## src/rtl/raybox_input_ctrl_if.sv

```systemverilog
// Button/command bundle between the board buttons, the frame timer and the raybox core.
// The controller uses the slave side; whatever drives the buttons and frame strobe uses master.
interface raybox_input_ctrl_if;
    logic [3:0] btn_n;
    logic       frame_tick;
    logic       moveF;
    logic       moveB;
    logic       moveL;
    logic       moveR;
    logic       debugA;
    logic       debugB;
    logic       debugC;
    logic       debugD;
    logic [2:0] mode;

    modport master (
        output btn_n, frame_tick,
        input  moveF, moveB, moveL, moveR, debugA, debugB, debugC, debugD, mode
    );

    modport slave (
        input  btn_n, frame_tick,
        output moveF, moveB, moveL, moveR, debugA, debugB, debugC, debugD, mode
    );
endinterface

```

## src/rtl/raybox_input_ctrl.sv

```systemverilog
// Button sequencer for raybox: synchronise, debounce, chord FSM, per-frame command latch.
// Define RAYBOX_INPUT_DEBUG_PULSE_EN to make each debug output a one-frame pulse per press.
module raybox_input_ctrl #(
    parameter int DEBOUNCE_CYCLES = 250000,
    parameter int CHORD_WINDOW    = 1250000
) (
    input  logic                 clk,
    input  logic                 reset,
    raybox_input_ctrl_if.slave   bus
);
    localparam int DB_W  = $clog2(DEBOUNCE_CYCLES);
    localparam int WIN_W = $clog2(CHORD_WINDOW + 1);
    localparam logic [DB_W-1:0]  DB_LAST  = DB_W'(DEBOUNCE_CYCLES - 1);
    localparam logic [WIN_W-1:0] WIN_LOAD = WIN_W'(CHORD_WINDOW - 1);

    localparam logic [2:0] ST_IDLE = 3'd0;
    localparam logic [2:0] ST_PEND = 3'd1;
    localparam logic [2:0] ST_MOVE = 3'd2;
    localparam logic [2:0] ST_DBG1 = 3'd3;
    localparam logic [2:0] ST_DBG2 = 3'd4;
    localparam logic [2:0] ST_REL  = 3'd5;

    logic [3:0]            sync1_q, sync1_d;
    logic [3:0]            sync2_q, sync2_d;
    logic [3:0]            p_q, p_d;
    logic [3:0][DB_W-1:0]  db_cnt_q, db_cnt_d;
    logic [2:0]            state_q, state_d;
    logic [WIN_W-1:0]      win_q, win_d;
    logic [3:0]            move_q, move_d;
    logic [3:0]            dbg_q, dbg_d;
    logic [3:0]            s;
    logic                  c1, c2;
    logic [3:0]            cmd_move;
    logic [3:0]            cmd_dbg;

    always_comb begin
        sync1_d = bus.btn_n;
        sync2_d = sync1_q;
        s       = ~sync2_q;
        p_d     = p_q;
        for (int i = 0; i < 4; i++) begin
            db_cnt_d[i] = '0;
            if (s[i] != p_q[i]) begin
                if (db_cnt_q[i] == DB_LAST) begin
                    p_d[i] = s[i];
                end else begin
                    db_cnt_d[i] = db_cnt_q[i] + DB_W'(1);
                end
            end
        end
    end

    // Chord K3+K2 outranks K4+K1 when all four are down.
    always_comb begin
        c1      = p_q[2] & p_q[1];
        c2      = p_q[3] & p_q[0];
        state_d = state_q;
        win_d   = win_q;
        case (state_q)
            ST_IDLE: begin
                if (c1)              state_d = ST_DBG1;
                else if (c2)         state_d = ST_DBG2;
                else if (p_q != '0) begin
                    state_d = ST_PEND;
                    win_d   = WIN_LOAD;
                end
            end
            ST_PEND: begin
                if (c1)              state_d = ST_DBG1;
                else if (c2)         state_d = ST_DBG2;
                else if (p_q == '0)  state_d = ST_IDLE;
                else if (win_q == '0) state_d = ST_MOVE;
                else                 win_d = win_q - WIN_W'(1);
            end
            ST_MOVE: if (p_q == '0)           state_d = ST_IDLE;
            ST_DBG1: if (!p_q[2] || !p_q[1])  state_d = ST_REL;
            ST_DBG2: if (!p_q[3] || !p_q[0])  state_d = ST_REL;
            ST_REL:  if (p_q == '0)           state_d = ST_IDLE;
            default:                          state_d = ST_IDLE;
        endcase
    end

    // Command vectors: move = {F,B,L,R}, debug = {A,B,C,D}; opposing moves cancel.
    always_comb begin
        cmd_move = '0;
        cmd_dbg  = '0;
        case (state_q)
            ST_MOVE: cmd_move = {p_q[3] & ~p_q[0], p_q[0] & ~p_q[3],
                                 p_q[2] & ~p_q[1], p_q[1] & ~p_q[2]};
            ST_DBG1: cmd_dbg  = {p_q[3], p_q[0], 2'b00};
            ST_DBG2: cmd_dbg  = {2'b00, p_q[1], p_q[2]};
            default: ;
        endcase
    end

`ifdef RAYBOX_INPUT_DEBUG_PULSE_EN
    logic [3:0] armed_q, armed_d;

    // A bit re-arms on any frame where its command is low, so holding yields one pulse.
    always_comb begin
        move_d  = move_q;
        dbg_d   = dbg_q;
        armed_d = armed_q;
        if (bus.frame_tick) begin
            move_d  = cmd_move;
            dbg_d   = cmd_dbg & armed_q;
            armed_d = ~cmd_dbg;
        end
    end

    always_ff @(posedge clk or posedge reset) begin
        if (reset) armed_q <= 4'hF;
        else       armed_q <= armed_d;
    end
`else
    always_comb begin
        move_d = move_q;
        dbg_d  = dbg_q;
        if (bus.frame_tick) begin
            move_d = cmd_move;
            dbg_d  = cmd_dbg;
        end
    end
`endif

    always_ff @(posedge clk or posedge reset) begin
        if (reset) begin
            sync1_q  <= 4'hF;
            sync2_q  <= 4'hF;
            p_q      <= '0;
            db_cnt_q <= '0;
            state_q  <= ST_IDLE;
            win_q    <= '0;
            move_q   <= '0;
            dbg_q    <= '0;
        end else begin
            sync1_q  <= sync1_d;
            sync2_q  <= sync2_d;
            p_q      <= p_d;
            db_cnt_q <= db_cnt_d;
            state_q  <= state_d;
            win_q    <= win_d;
            move_q   <= move_d;
            dbg_q    <= dbg_d;
        end
    end

    assign bus.moveF  = move_q[3];
    assign bus.moveB  = move_q[2];
    assign bus.moveL  = move_q[1];
    assign bus.moveR  = move_q[0];
    assign bus.debugA = dbg_q[3];
    assign bus.debugB = dbg_q[2];
    assign bus.debugC = dbg_q[1];
    assign bus.debugD = dbg_q[0];
    assign bus.mode   = state_q;
endmodule

```

## src/flat_wrapper.sv

```systemverilog
// flat-port wrapper written by rule: the top's interface ports become plain ports
module raybox_input_ctrl_flat 
#(
    parameter int DEBOUNCE_CYCLES = 250000,
    parameter int CHORD_WINDOW    = 1250000
)
  (clk, reset, bus_btn_n, bus_frame_tick, bus_moveF, bus_moveB, bus_moveL, bus_moveR, bus_debugA, bus_debugB, bus_debugC, bus_debugD, bus_mode);
  raybox_input_ctrl_if bus_i ();
  input  logic clk;
  input  logic reset;
  input wire logic [$bits(bus_i.btn_n)-1:0] bus_btn_n;
  input wire logic [$bits(bus_i.frame_tick)-1:0] bus_frame_tick;
  output wire logic [$bits(bus_i.moveF)-1:0] bus_moveF;
  output wire logic [$bits(bus_i.moveB)-1:0] bus_moveB;
  output wire logic [$bits(bus_i.moveL)-1:0] bus_moveL;
  output wire logic [$bits(bus_i.moveR)-1:0] bus_moveR;
  output wire logic [$bits(bus_i.debugA)-1:0] bus_debugA;
  output wire logic [$bits(bus_i.debugB)-1:0] bus_debugB;
  output wire logic [$bits(bus_i.debugC)-1:0] bus_debugC;
  output wire logic [$bits(bus_i.debugD)-1:0] bus_debugD;
  output wire logic [$bits(bus_i.mode)-1:0] bus_mode;
  assign bus_i.btn_n = bus_btn_n;
  assign bus_i.frame_tick = bus_frame_tick;
  assign bus_moveF = bus_i.moveF;
  assign bus_moveB = bus_i.moveB;
  assign bus_moveL = bus_i.moveL;
  assign bus_moveR = bus_i.moveR;
  assign bus_debugA = bus_i.debugA;
  assign bus_debugB = bus_i.debugB;
  assign bus_debugC = bus_i.debugC;
  assign bus_debugD = bus_i.debugD;
  assign bus_mode = bus_i.mode;
  raybox_input_ctrl #(.DEBOUNCE_CYCLES(DEBOUNCE_CYCLES), .CHORD_WINDOW(CHORD_WINDOW)) u_core (.clk(clk), .reset(reset), .bus(bus_i));
endmodule
```

## config.mk

```make
export PLATFORM = sky130hd
export DESIGN_NAME = raybox_input_ctrl_flat
export DESIGN_NICKNAME = d
export VERILOG_FILES = /design/src/rtl/raybox_input_ctrl_if.sv /design/src/rtl/raybox_input_ctrl.sv /design/src/flat_wrapper.sv
export SDC_FILE = /design/constraint.sdc
export NUM_CORES = 1
export LEC_CHECK = 0
export ABC_AREA = 1
export BUFFER_PORTS_ARGS = -buffer_cell sky130_fd_sc_hd__buf_2
export CORE_AREA = 2 2 118 120
export CTS_CLUSTER_SIZE = 20
export DETAILED_ROUTE_END_ITERATION = 10
export DIE_AREA = 0 0 120 122
export PLACE_DENSITY = 0.65
export SYNTH_ARGS = -nofsm -noshare
export SYNTH_HDL_FRONTEND = slang
export SYNTH_SLANG_ARGS = --single-unit
```

## constraint.sdc

```tcl
create_clock -name clk -period 3.9 [get_ports clk]
set_input_delay 0.195 -clock clk [delete_from_list [all_inputs] [get_ports clk]]
set_output_delay 0.195 -clock clk [all_outputs]
set_load 0.005 [all_outputs]
```

==> flow_summary.ini <==
[worst_setup_path]
cpMostUsedCell = nand2_1
criticalPathCategory = reg -> reg
cpLargestDelayFamily = simple AND/OR/NAND/NOR gates
cpPeakStageDelay_ns = 0.46
cp_slowest_cell = dfrtp_1
r2r_setup_slack_ns = 1.97
worstPathRequired_ns = 4.25
crit_buf_inv = 2
critPathMaxFanout = 21
cp-start-kind = flip-flop
path_cells = nor2_4 > nand2_2 > inv_2 > nand2_1 > nand2_4 > inv_4 > nand2_4 > nand2_1 > nand2_1
crit_arrival_ns = 2.28
endpoint_kind = flip-flop

[clocking]
cts.sinks = 116
path_clk_slew_ns = 0.05
cts_root_buffer = clkbuf_16
cts_buffer_depth = 2
cts_buffers = 17
cts_resized = 0
htree_levels = 4
worstSkewPairLatency_ns = 0.42
cts_tree = yes

[floorplanning]
start_util_pct = 48.4
core_mm2 = 0.0135
dieArea_mm2 = 0.0146
boundaryPins = 18
rows = 43
die_y_um = 122
die_w_um = 120

[power_and_ir_drop]
p_per_area_mw_per_mm2 = 395
max-vdd-ir-drop_uv = 350
power.total_uw = 2960
p_leak_uw = 0.00349

[hold_path]
hp-class = in -> reg

[logic_synthesis]
synth_nets = 881
synth_seq_cells = 116
yosysUniqueCellTypes = 42
synth-edff-count = 0
async_reset_ff_share_pct = 100
synth.area.top_cells = dfrtp_1 41%, nand2_1 12%, nor2_1 9.0%, inv_1 5.9%, nand3_1 5.1%
synthFlopType = dfrtp_1
syn_inst = 868
seq_area_frac_synth_pct = 44.5
yosysTopAreaCellShare_pct = 41.3
yosysTopAreaCell = dfrtp_1
netlist_area_mm2 = 0.00654
syn_area_per_cell_um2 = 7.53
yosys_warnings = 0

[sta]
finalSetupTns_ns = 0
fin_skew_ns = 0.0105
finalMaxSlewViolations = 0
finalSetupViolCount = 0
rsz0062_at_grt = no
max_slew_margin_pct = 45.2
fin_crit_sh_pct = 49.5
fin_hold_ws_ns = 0.118
worst_pin_slew_ns = 0.822
fin_crit_ns = 1.93
hold_viol = 0
timing.fmax_mhz = 518

[final_layout]
drive_gt1_share_pct = 11.4
fin_area_mm2 = 0.00749
layout_common_cells = 207 x nand2_1, 157 x nor2_1, 108 x dfrtp_1
fin_cells = 1096
nets = 916
final_common_cell = nand2_1
regArea_mm2 = 0.00291
syn2layout_area_growth_pct = 14.5
multiInputGateArea_mm2 = 0.00316
fillerInstances = 1223
n_antenna_cell = 0

[drt]
drt-total-wl_mm = 13.7
drtIter0Drc = 417
wl_per_cell_um = 12.5
viasPerCell = 4.92
route.detailed.drc = 0
vias = 5392
ant_nets = 0
dr.pass1.iters = 5

[global_route]
grt_start_max_net_pins = 70
grt_pass1_vias = 5224
grt_pass1_wl_mm = 23.6
grt_usage_pct = 20.3
antenna_found_initial = 0
grt_remaining_overflow = 0

[run_status]
outcome = complete, no violations

[placed_design]
place_area_mm2 = 0.00681
port_buffers = 17
post-place-cells = 1059
gp_congestion = 0.892
post-dp-hpwl_mm = 9.89

[flow_run]
cap_violations = 0
logic make-up (layout without fill, tap and decap cells):
family	Yosys count	in the layout	synth area share [%]
DFF	116	116	44.5
adders and majority gates	6	6	1.15
xor gates and xnor gates	38	38	5.09
and+or+nand+nor	539	539	37.1
AOI/OAI and AO/OA	53	53	4.96
buffers and inverters	116	164	7.17
worst reg2reg max path, delay by kind of cell (launching register included):
kind	cells	cell delay, ns
buffers and inverters	2	0.33
DFF	1	0.46
and+or+nand+nor	7	1.07
cell usage after synthesis, types with 2 or more instances:
| master | count |
|---|---|
| and3_1 | 2 |
| o32ai_1 | 4 |
| o21ai_1 | 6 |
| buf_2 | 3 |
| nand2_2 | 13 |
| xor2_1 | 24 |
| o22ai_1 | 4 |
| ha_1 | 6 |
| inv_2 | 5 |
| or2_2 | 2 |
| nand2_1 | 207 |
| dfrtp_1 | 108 |
| nor3b_1 | 6 |
| dfstp_2 | 8 |
| nand3b_1 | 3 |
| nor3_2 | 5 |
| inv_1 | 102 |
| nand4_1 | 19 |
| xnor2_1 | 14 |
| nand3_1 | 66 |
| a21oi_1 | 15 |
| nor2_1 | 157 |
| nor2_2 | 6 |
| o21bai_1 | 2 |
| o21ai_0 | 11 |
| a21oi_2 | 2 |
| nor3_1 | 39 |
| nand2_4 | 5 |
| a31oi_1 | 6 |
| nor2_4 | 6 |
per-layer routing:
| metal | wire length [µm] | up-vias | global-route usage, % |
|---|---|---|---|
| met4 | 124 | 0 | 6.40 |
| met1 | 6610 | 2474 | 26.1 |
| li1 | - | 2837 | - |
| met5 | 0 | - | 0 |
| met3 | 416 | 11 | 5.81 |
| met2 | 6520 | 70 | 33.4 |
where the power goes:
part	switching (µW)	internal, µW	leakage (µW)
sequential	11.5	1220	0.00158
clock	534	1120	0.000299
combinational	51.0	19.8	0.00160
flip-flops by register name (all words and copies together), names as in the netlist:
| register | count |
|---|---|
| u_core.db_cnt_q | 72 |
| u_core.bus.mode | 3 |
| u_core.move_q | 4 |
| u_core.dbg_q | 4 |
| u_core.p_q | 4 |
| u_core.sync2_q | 4 |
| u_core.win_q | 21 |
| u_core.sync1_q | 4 |
final timing paths:
path / from / end / cells past startpoint
worst max-delay path: u_core.bus.mode[1] / u_core.win_q[19] / 9
worst min-delay path: bus_frame_tick / u_core.move_q[1] / 2
worst max register to register: u_core.bus.mode[1] / u_core.win_q[19] / 9
worst min register to register: u_core.sync1_q[3] / u_core.sync2_q[3] / 0
max in group asynchronous: reset / u_core.sync1_q[3] / 4
min in group asynchronous: reset / u_core.db_cnt_q[32] / 3
repair_timing:
action / in CTS / in global routing
endpoints found under the hold margin: 43 / 0
buffers inserted: 0 / 0
hold buffers: 5 / 0
per-stage QoR:
stage / setup WS (ns) / util (%)
CTS: 1.96 / 55.4
detailed placement: 1.98 / 50.4
global placement: 2.02 / 50.4
floorplan: 0.646 / -
finish: 1.97 / 55.4
global route: 1.75 / 55.4
area by class of cell:
| cell class | count | area share, % |
|---|---|---|
| multi-input cells | 636 | 42.2 |
| flip-flops and latches | 116 | 38.9 |
| clock buffers | 23 | 6.38 |
| inverters | 108 | 5.48 |
| well taps | 180 | 3.01 |
| clock inverters | 9 | 2.04 |
| repair buffers | 24 | 2.01 |
No activity file was read; power rests on OpenSTA's default activity.
